`src/rtl/vmem_fill_engine.sv`:
```
// vmem_fill_engine
//   Rectangle-fill accelerator placed in front of the single vmem write port.
//   The CPU programs ORIGIN / SIZE / COLOR and writes CTRL.bit0 to start; the
//   engine then emits one pixel per cycle in raster order ({y,x} addressing).
//   CPU pixel stores always win the vmem port; the engine stalls for them.
//
// Ports:
//   clk_i, rst_i           clock, synchronous active-high reset
//   reg_we_i/addr/wdata    register write strobe, byte offset, data
//   reg_rdata_o            register read data (registered, one-cycle latency)
//   cpu_we_i/addr/wdata    CPU pixel store {y,x} / {R,G,B}
//   vmem_we/addr/wdata_o   registered vmem write port
//   busy_o                 fill in progress
//   done_o                 one-cycle pulse when a fill completes
module vmem_fill_engine #(
    parameter int LCD_W = 240,
    parameter int LCD_H = 240
) (
    input  logic        clk_i,
    input  logic        rst_i,
    input  logic        reg_we_i,
    input  logic [3:0]  reg_addr_i,
    input  logic [31:0] reg_wdata_i,
    output logic [31:0] reg_rdata_o,
    input  logic        cpu_we_i,
    input  logic [15:0] cpu_addr_i,
    input  logic [2:0]  cpu_wdata_i,
    output logic        vmem_we_o,
    output logic [15:0] vmem_addr_o,
    output logic [2:0]  vmem_wdata_o,
    output logic        busy_o,
    output logic        done_o
);

    typedef enum logic [0:0] {
        ST_IDLE = 1'b0,
        ST_RUN  = 1'b1
    } state_t;

    localparam logic [8:0] LCD_W_L = 9'(LCD_W);
    localparam logic [8:0] LCD_H_L = 9'(LCD_H);

    state_t      r_state;
    logic [7:0]  r_x0, r_y0, r_w, r_h;
    logic [2:0]  r_color;
    logic [8:0]  r_cx, r_cy;
    logic        r_done_sticky, r_done, r_busy;
    logic        r_vmem_we;
    logic [15:0] r_vmem_addr;
    logic [2:0]  r_vmem_wdata;
    logic [31:0] r_rdata;

    state_t      w_state_nxt;
    logic [8:0]  w_cx_nxt, w_cy_nxt;
    logic        w_sticky_nxt, w_done_nxt;
    logic        w_vmem_we_nxt;
    logic [15:0] w_vmem_addr_nxt;
    logic [2:0]  w_vmem_wdata_nxt;
    logic [31:0] w_rdata_nxt;
    logic [1:0]  w_sel;
    logic        w_cfg_we, w_start, w_size_ok;
    logic [8:0]  w_x_last, w_y_last;
    logic        w_unused;

    // Pixel lies inside the visible frame; 9-bit coordinates so 240..510 never alias.
    function automatic logic pix_visible(input logic [8:0] x, input logic [8:0] y);
        return (x < LCD_W_L) && (y < LCD_H_L);
    endfunction

    assign w_sel     = reg_addr_i[3:2];
    // Configuration is frozen while a fill runs.
    assign w_cfg_we  = reg_we_i && (r_state == ST_IDLE);
    assign w_start   = w_cfg_we && (w_sel == 2'd3) && reg_wdata_i[0];
    assign w_size_ok = (r_w != 8'd0) && (r_h != 8'd0);
    assign w_x_last  = {1'b0, r_x0} + {1'b0, r_w} - 9'd1;
    assign w_y_last  = {1'b0, r_y0} + {1'b0, r_h} - 9'd1;
    assign w_unused  = ^{reg_addr_i[1:0], reg_wdata_i[31:16]};

    // Next-state, fill cursor and vmem port selection.
    always_comb begin
        w_state_nxt      = r_state;
        w_cx_nxt         = r_cx;
        w_cy_nxt         = r_cy;
        w_sticky_nxt     = r_done_sticky;
        w_done_nxt       = 1'b0;
        w_vmem_we_nxt    = cpu_we_i;
        w_vmem_addr_nxt  = cpu_addr_i;
        w_vmem_wdata_nxt = cpu_wdata_i;
        case (r_state)
            ST_IDLE: begin
                if (w_start) begin
                    if (w_size_ok) begin
                        w_state_nxt  = ST_RUN;
                        w_cx_nxt     = {1'b0, r_x0};
                        w_cy_nxt     = {1'b0, r_y0};
                        w_sticky_nxt = 1'b0;
                    end else begin
                        // Empty rectangle completes immediately.
                        w_sticky_nxt = 1'b1;
                        w_done_nxt   = 1'b1;
                    end
                end else begin
                    w_state_nxt = ST_IDLE;
                end
            end
            ST_RUN: begin
                if (cpu_we_i) begin
                    // CPU store owns the port this cycle; cursor holds.
                    w_state_nxt = ST_RUN;
                end else begin
                    if (pix_visible(r_cx, r_cy)) begin
                        w_vmem_we_nxt    = 1'b1;
                        w_vmem_addr_nxt  = {r_cy[7:0], r_cx[7:0]};
                        w_vmem_wdata_nxt = r_color;
                    end else begin
                        // Clipped pixel still consumes its cycle.
                        w_vmem_we_nxt = 1'b0;
                    end
                    if (r_cx == w_x_last) begin
                        w_cx_nxt = {1'b0, r_x0};
                        if (r_cy == w_y_last) begin
                            w_state_nxt  = ST_IDLE;
                            w_sticky_nxt = 1'b1;
                            w_done_nxt   = 1'b1;
                        end else begin
                            w_cy_nxt = r_cy + 9'd1;
                        end
                    end else begin
                        w_cx_nxt = r_cx + 9'd1;
                    end
                end
            end
            default: begin
                w_state_nxt = ST_IDLE;
            end
        endcase
    end

    // Register read multiplexer.
    always_comb begin
        w_rdata_nxt = 32'd0;
        case (w_sel)
            2'd0:    w_rdata_nxt = {16'd0, r_y0, r_x0};
            2'd1:    w_rdata_nxt = {16'd0, r_h, r_w};
            2'd2:    w_rdata_nxt = {29'd0, r_color};
            2'd3:    w_rdata_nxt = {30'd0, r_done_sticky, r_busy};
            default: w_rdata_nxt = 32'd0;
        endcase
    end

    // Configuration registers, written only while idle.
    always_ff @(posedge clk_i) begin
        if (rst_i) begin
            r_x0    <= 8'd0;
            r_y0    <= 8'd0;
            r_w     <= 8'd0;
            r_h     <= 8'd0;
            r_color <= 3'd0;
        end else if (w_cfg_we) begin
            case (w_sel)
                2'd0: begin
                    r_x0 <= reg_wdata_i[7:0];
                    r_y0 <= reg_wdata_i[15:8];
                end
                2'd1: begin
                    r_w <= reg_wdata_i[7:0];
                    r_h <= reg_wdata_i[15:8];
                end
                2'd2:    r_color <= reg_wdata_i[2:0];
                default: r_color <= r_color;
            endcase
        end
    end

    // FSM state, cursor, status flags and registered output ports.
    always_ff @(posedge clk_i) begin
        if (rst_i) begin
            r_state       <= ST_IDLE;
            r_cx          <= 9'd0;
            r_cy          <= 9'd0;
            r_done_sticky <= 1'b0;
            r_done        <= 1'b0;
            r_busy        <= 1'b0;
            r_vmem_we     <= 1'b0;
            r_vmem_addr   <= 16'd0;
            r_vmem_wdata  <= 3'd0;
            r_rdata       <= 32'd0;
        end else begin
            r_state       <= w_state_nxt;
            r_cx          <= w_cx_nxt;
            r_cy          <= w_cy_nxt;
            r_done_sticky <= w_sticky_nxt;
            r_done        <= w_done_nxt;
            r_busy        <= (w_state_nxt == ST_RUN);
            r_vmem_we     <= w_vmem_we_nxt;
            r_vmem_addr   <= w_vmem_addr_nxt;
            r_vmem_wdata  <= w_vmem_wdata_nxt;
            r_rdata       <= w_rdata_nxt;
        end
    end

    assign reg_rdata_o  = r_rdata;
    assign vmem_we_o    = r_vmem_we;
    assign vmem_addr_o  = r_vmem_addr;
    assign vmem_wdata_o = r_vmem_wdata;
    assign busy_o       = r_busy;
    assign done_o       = r_done;

endmodule
```
`config.mk`:
```
export PLATFORM = sky130hd
export DESIGN_NAME = vmem_fill_engine
export DESIGN_NICKNAME = d
export VERILOG_FILES = /design/src/rtl/vmem_fill_engine.sv
export SDC_FILE = /design/constraint.sdc
export NUM_CORES = 1
export LEC_CHECK = 0
export CORE_ASPECT_RATIO = 1.4
export CORE_MARGIN = 4
export CORE_UTILIZATION = 51
export CTS_CLUSTER_DIAMETER = 120
export DETAILED_ROUTE_END_ITERATION = 10
export MAX_ROUTING_LAYER = met4
export PLACE_DENSITY_LB_ADDON = 0.05
export SYNTH_ARGS = -nofsm -noshare
export SYNTH_HDL_FRONTEND = slang
export SYNTH_SLANG_ARGS = --single-unit
```
`constraint.sdc`:
```
create_clock -name clk_i -period 3.48 [get_ports clk_i]
set_input_delay 0.87 -clock clk_i [delete_from_list [all_inputs] [get_ports clk_i]]
set_output_delay 0.87 -clock clk_i [all_outputs]
set_load 0.005 [all_outputs]
```
Word-level counts from Yosys, hierarchy flattened

Cells that the tools add are included.

Register bits after elaboration: 108
Output and inout bits: 54

Magnitude comparators: 2
Bitwise operators: 1
Multiplexer cells: 38
Reductions and logical operators: 14
Equality and inequality tests: 11
Add/sub/neg operators: 6

Operator list:

| cell                | number |
|---|---|
| $pmux 32 s4         | 1 |
| $mux 9              | 9 |
| $mux 16             | 3 |
| $pmux 9 s2          | 2 |
| $add 8x8->9         | 2 |
| $add 9x1->9 const B | 2 |
| $eq 9x9->1          | 2 |
| $lt 9x8->1 const B  | 2 |
| $sub 9x1->9 const B | 2 |
| $mux 1              | 17 |
| $reduce_bool 8->1   | 2 |
| $mux 3              | 3 |
| $ne 2x2->1 const B  | 4 |
| $pmux 1 s2          | 3 |
| $reduce_and 2->1    | 3 |
| $logic_and 1x1->1   | 5 |
| $reduce_and 5->1    | 1 |
| $eq 2x2->1 const B  | 2 |
| $ne 2x1->1 const B  | 2 |
| $reduce_and 4->1    | 1 |
| $reduce_and 3->1    | 1 |
| $eq 2x1->1 const B  | 1 |
| $logic_not 2->1     | 1 |
| $not 1->1           | 1 |

Longest topological paths before layout

Depth in word-level cells: 7
Mapped depth: 14
Gate-level depth less buffers: 13

Least setup slack after synthesis

No wires, ideal clock.

Path kind: reg-to-reg
From: register r_x0[1]
To: register r_cx[6]
Arrival: 2.982 ns
Setup slack: 0.370 ns
Cell stages (with the launch flop): 15
Required time: 3.352 ns
Cells stage by stage: dfxtp_1 inv_1 ha_1 inv_1 ha_1 fa_1 a211oi_2 o21bai_1 a211oi_1 o2111ai_1 o31ai_4 buf_6 mux2i_1 a22oi_1 nor2_1

Word-level cells in the longest chain between the ends: 6

Ends and longest elaborated chain:

| what                   | line | source |
|---|---|---|
| from (decl)            | 44   | `logic [7:0] r_x0, r_y0, r_w, r_h;` |
| from (signal assigned) | 162  | `r_x0 <= reg_wdata_i[7:0];` |
| $add 8x8->9            | 75   | `assign w_x_last = {1'b0, r_x0} + {1'b0, r_w} - 9'd1;` |
| $sub 9x1->9            | 75   |  |
| $eq 9x9->1             | 119  | `if (r_cx == w_x_last) begin` |
| $mux 9                 | 119  |  |
| $mux 9                 | 107  | `if (cpu_we_i) begin` |
| $pmux 9 s2             | 89   | `case (r_state)` |
| to (signal assigned)   | 190  | `r_cx <= w_cx_nxt;` |
| to (decl)              | 46   | `logic [8:0] r_cx, r_cy;` |

Every way passes these cells. The select of a mux whose other input is x is not followed.
A chain may end at the register's enable or synchronous reset.

Final worst setup path

From: register r_h[1]
To: register r_cy[0]

Word-level cells in the longest chain between the ends: 5
Elaborated cells on any way between the ends: 8
Classes of those cells: add/sub: 2; eq/ne: 3; reduce/logical: 3

Ends and longest elaborated chain:

| what                         | line | source |
|---|---|---|
| from (decl)                  | 44   |  |
| from (signal assigned)       | 167  | `r_h <= reg_wdata_i[15:8];` |
| $add 8x8->9                  | 76   | `assign w_y_last = {1'b0, r_y0} + {1'b0, r_h} - 9'd1;` |
| $sub 9x1->9                  | 76   |  |
| $eq 9x9->1                   | 121  | `if (r_cy == w_y_last) begin` |
| $ne 2x2->1 (no line)         | n/a  |  |
| $reduce_and 5->1 (no line) * | n/a  |  |
| to (signal assigned)         | 191  | `r_cy <= w_cy_nxt;` |
| to (decl)                    | 46   |  |

Every way passes the cells marked *; elsewhere a longest branch is shown, timed or not.

==> metrics.cfg <==
[critical_path]
worst_stage_delay_on_the_critical_path_ns = 0.47
worst_ep_arrival_ns = 3.55
worstPathMaxFanout = 8
crit_type = register to register
worst_path_dominant_cell_family = compound AO/OA/AOI/OAI gates
timing.critical_path.slowest_stage_cell = or4_4
startpoint_type = register
regToRegSetupSlack_ns = 0.19
path_cells = inv_1 > ha_1 > inv_1 > ha_1 > fa_1 > a21o_1 > a21oi_1 > xnor2_1 > nand4b_1 > or4_4 > a31o_4 > a21bo_2 > a21oi_1
number_of_buffers_and_inverters_on_the_critical_path = 2
worst_ep_required_ns = 3.75
end_kind = register

[routing]
initialDrtViolationCount = 223
detail_route.wl_per_cell_microns = 15.7
detail_route.drc_violations = 0
via_per_inst = 5.39
dr_total_vias = 4593
routed_wirelength_microns = 13400
final_antenna_net_count = 0
first_pass_iters = 5

[power]
worst_ir_drop_vdd_v = 0.000227
power_per_cell_area_nw_per_um2 = 386
leakage_nw = 2.70

[cells_and_area]
most-common-layout-cells = 92 x dfxtp_1, 87 x nand2_1, 77 x clkdlybuf4s50_1, 63 x inv_1, 55 x nor2_1
fraction_of_final_layout_cells_sized_beyond_drive_strength_1_pct = 6.69
n_fill_cell = 866
layout.cells.most_common = dfxtp_1
nets = 806
syn2layout_area_growth_pct = 22.4
antenna-diode-count = 0
final_cell_area_sq_um = 6410

[timing]
fmaxAchievable_mhz = 304
timing.clock.skew_ns = 0.00758
drv_slew = 0
setup_viol = 0
totalNegativeSetupSlack_ns = 0
relSlewSlack_pct = 56.8
post-route-period-util_pct = 94.5
worst-slew-pin-transition_ns = 0.647
rsz0062_at_grt = no
finalHoldViolations = 0
period_needed_ns = 3.29

[floorplanning]
core_region_area_sq_um = 9950
die_height_microns = 128
effective_utilization_at_floorplan_pct = 52.6
die_area_sq_um = 12000
rows = 43
fp.dieW_microns = 93.6
ioPinCount = 113

[worst_hold_path]
hold_class = register to register

[cts]
worst_skew_pair.late_latency_ns = 0.34
numCtsBuffers = 9
clock_tree.htree_level_count = 3
clk_path_buf_depth = 2
clkTransAtPathRegs_ns = 0.06
cts_root_buffer = clkbuf_16
clock_sink_count = 92
tritoncts = built

[logic_synthesis]
synth.cell_area_sq_um = 5240
ys.warnings.count = 0
share_of_synthesized_area_occupied_by_flip_flops_and_latches_pct = 35.2
yosys.area.top_type = dfxtp_1
avgSynthCellArea_sq_um = 8.18
ys_ff_latch = 92
async_flop_share_pct = 0
netlist_instances = 640
synth_enable_flop_cells = 0
synth_top_cell_area_share_pct = 35.2
yosysUniqueCellTypes = 63
netlist_top_cells_area = dfxtp_1 35%, mux2i_1 8.8%, ha_1 7.6%, nand2_1 6.2%, a21oi_1 4.9%
synth-main-ff-cell = dfxtp_1

[placement]
post_dp_hpwl_microns = 10200
placed_cell_area_sq_um = 6100
io_buffers = 78
gpl.final_weighted_congestion = 0.919

[global_route]
overflow = 0
grt_start_max_net_pins = 34
global_route_wire_length_before_repair_microns = 21200
vias_in_the_first_global_route = 4433
groute.usage.overall_pct = 23.2
initial_antenna_violation_count = 0

[job]
timing.max_cap.violations = 0

[outcome]
run_status = finished, final reports clean

==> cell type report <==
class / count / area [sq um] / area share [%]
tap: 135 / 169 / 2.64
sequential: 92 / 1840 / 28.7
inverter: 63 / 236 / 3.69
timing repair buffer: 91 / 886 / 13.8
clock buffer: 10 / 239 / 3.73
clock inverter: 5 / 37.5 / 0.586
multi-input combinational: 456 / 3000 / 46.8
==> worst reg2reg max path, cell delays in order (launching register included) <==
cell and delay, ns:
dfxtp_1 0.40, inv_1 0.07, ha_1 0.27, inv_1 0.04
ha_1 0.21, fa_1 0.41, a21o_1 0.22, a21oi_1 0.18
xnor2_1 0.15, nand4b_1 0.13, or4_4 0.47, a31o_4 0.29
a21bo_2 0.22, a21oi_1 0.14
==> timing repair <==
| item | CTS | global route |
|---|---|---|
| gates resized for setup | 0 | 4 |
| setup endpoints to repair | 0 | 11 |
| hold buffers | 0 | 0 |
| buffers inserted | 0 | 0 |
==> cells by family after synthesis <==
group           synth area share [%]
buf+inv                         9.27
fa+ha+maj                       8.41
compound gates                  13.5
xor+xnor                        3.99
mux                             9.65
simple gates                    19.9
flops                           35.2
other cells                   0.0716
==> final timing paths <==
check | start | depth (start not counted) | end
hold reg to reg | r_y0[6]$_SDFFE_PP0P_ | 2 | r_y0[6]$_SDFFE_PP0P_
setup reg to reg | r_h[1]$_SDFFE_PP0P_ | 13 | r_cy[0]$_SDFFE_PP0P_
hold / removal | r_y0[6]$_SDFFE_PP0P_ | 2 | r_y0[6]$_SDFFE_PP0P_
setup / recovery | r_h[1]$_SDFFE_PP0P_ | 13 | r_cy[0]$_SDFFE_PP0P_
==> layer usage <==
metal  GRT usage [%]  up-vias  share of wire [%]
met5               -        -                  0
met4            8.33        0                2.7
met3            3.58       21                3.5
met2            43.5      100                 56
met1            24.2     2194                 38
li1                -     2278                  -
==> cells in the mapped netlist, drive strengths merged (4+ instances only) <==
master	number
and2	7
nand2b	10
nand3	15
buf	24
o22ai	5
ha	32
nand4	7
clkbuf	21
a211oi	5
or3	4
a21o	4
dfxtp	92
xnor2	12
mux2i	46
nor4	7
nor2	55
a21oi	52
nor3	11
inv	63
o21ai	20
nand2	87
a22oi	5
xor2	11
and3	6
==> state kept, by name, summed over array words and instances (netlist names) <==
name and cells:
vmem_addr_o 16, vmem_wdata_o 3, r_cx 9, r_y0 8, r_w 8, busy_o 1
done_o 1, r_color 3, r_x0 8, vmem_we_o 1, r_h 8, r_cy 9
r_done_sticky 1, reg_rdata_o 16
==> where the power goes <==
group / switching [mW] / leakage, nW / internal, mW
clock network: 0.413 / 0.131 / 0.502
registers: 0.0215 / 0.749 / 1.09
logic: 0.237 / 1.82 / 0.215
total: 0.672 / 2.70 / 1.80
==> metrics by stage <==
stage | instances | power [mW] | utilization (%) | hold slack (ns) | setup WS (ns)
after floorplan | 655 | 1.42 | - | 0.449 | 0.370
final | 852 | 2.47 | 64.4 | 0.476 | 0.191
after CTS | 851 | 2.48 | 64.1 | 0.478 | 0.110
after global routing | 852 | 2.58 | 64.4 | 0.511 | 0.00203
after global placement | 836 | 1.56 | 61.3 | 0.458 | 0.180
after detailed placement | 836 | 1.57 | 61.3 | 0.470 | 0.116
(Power assumes the default switching activity.)
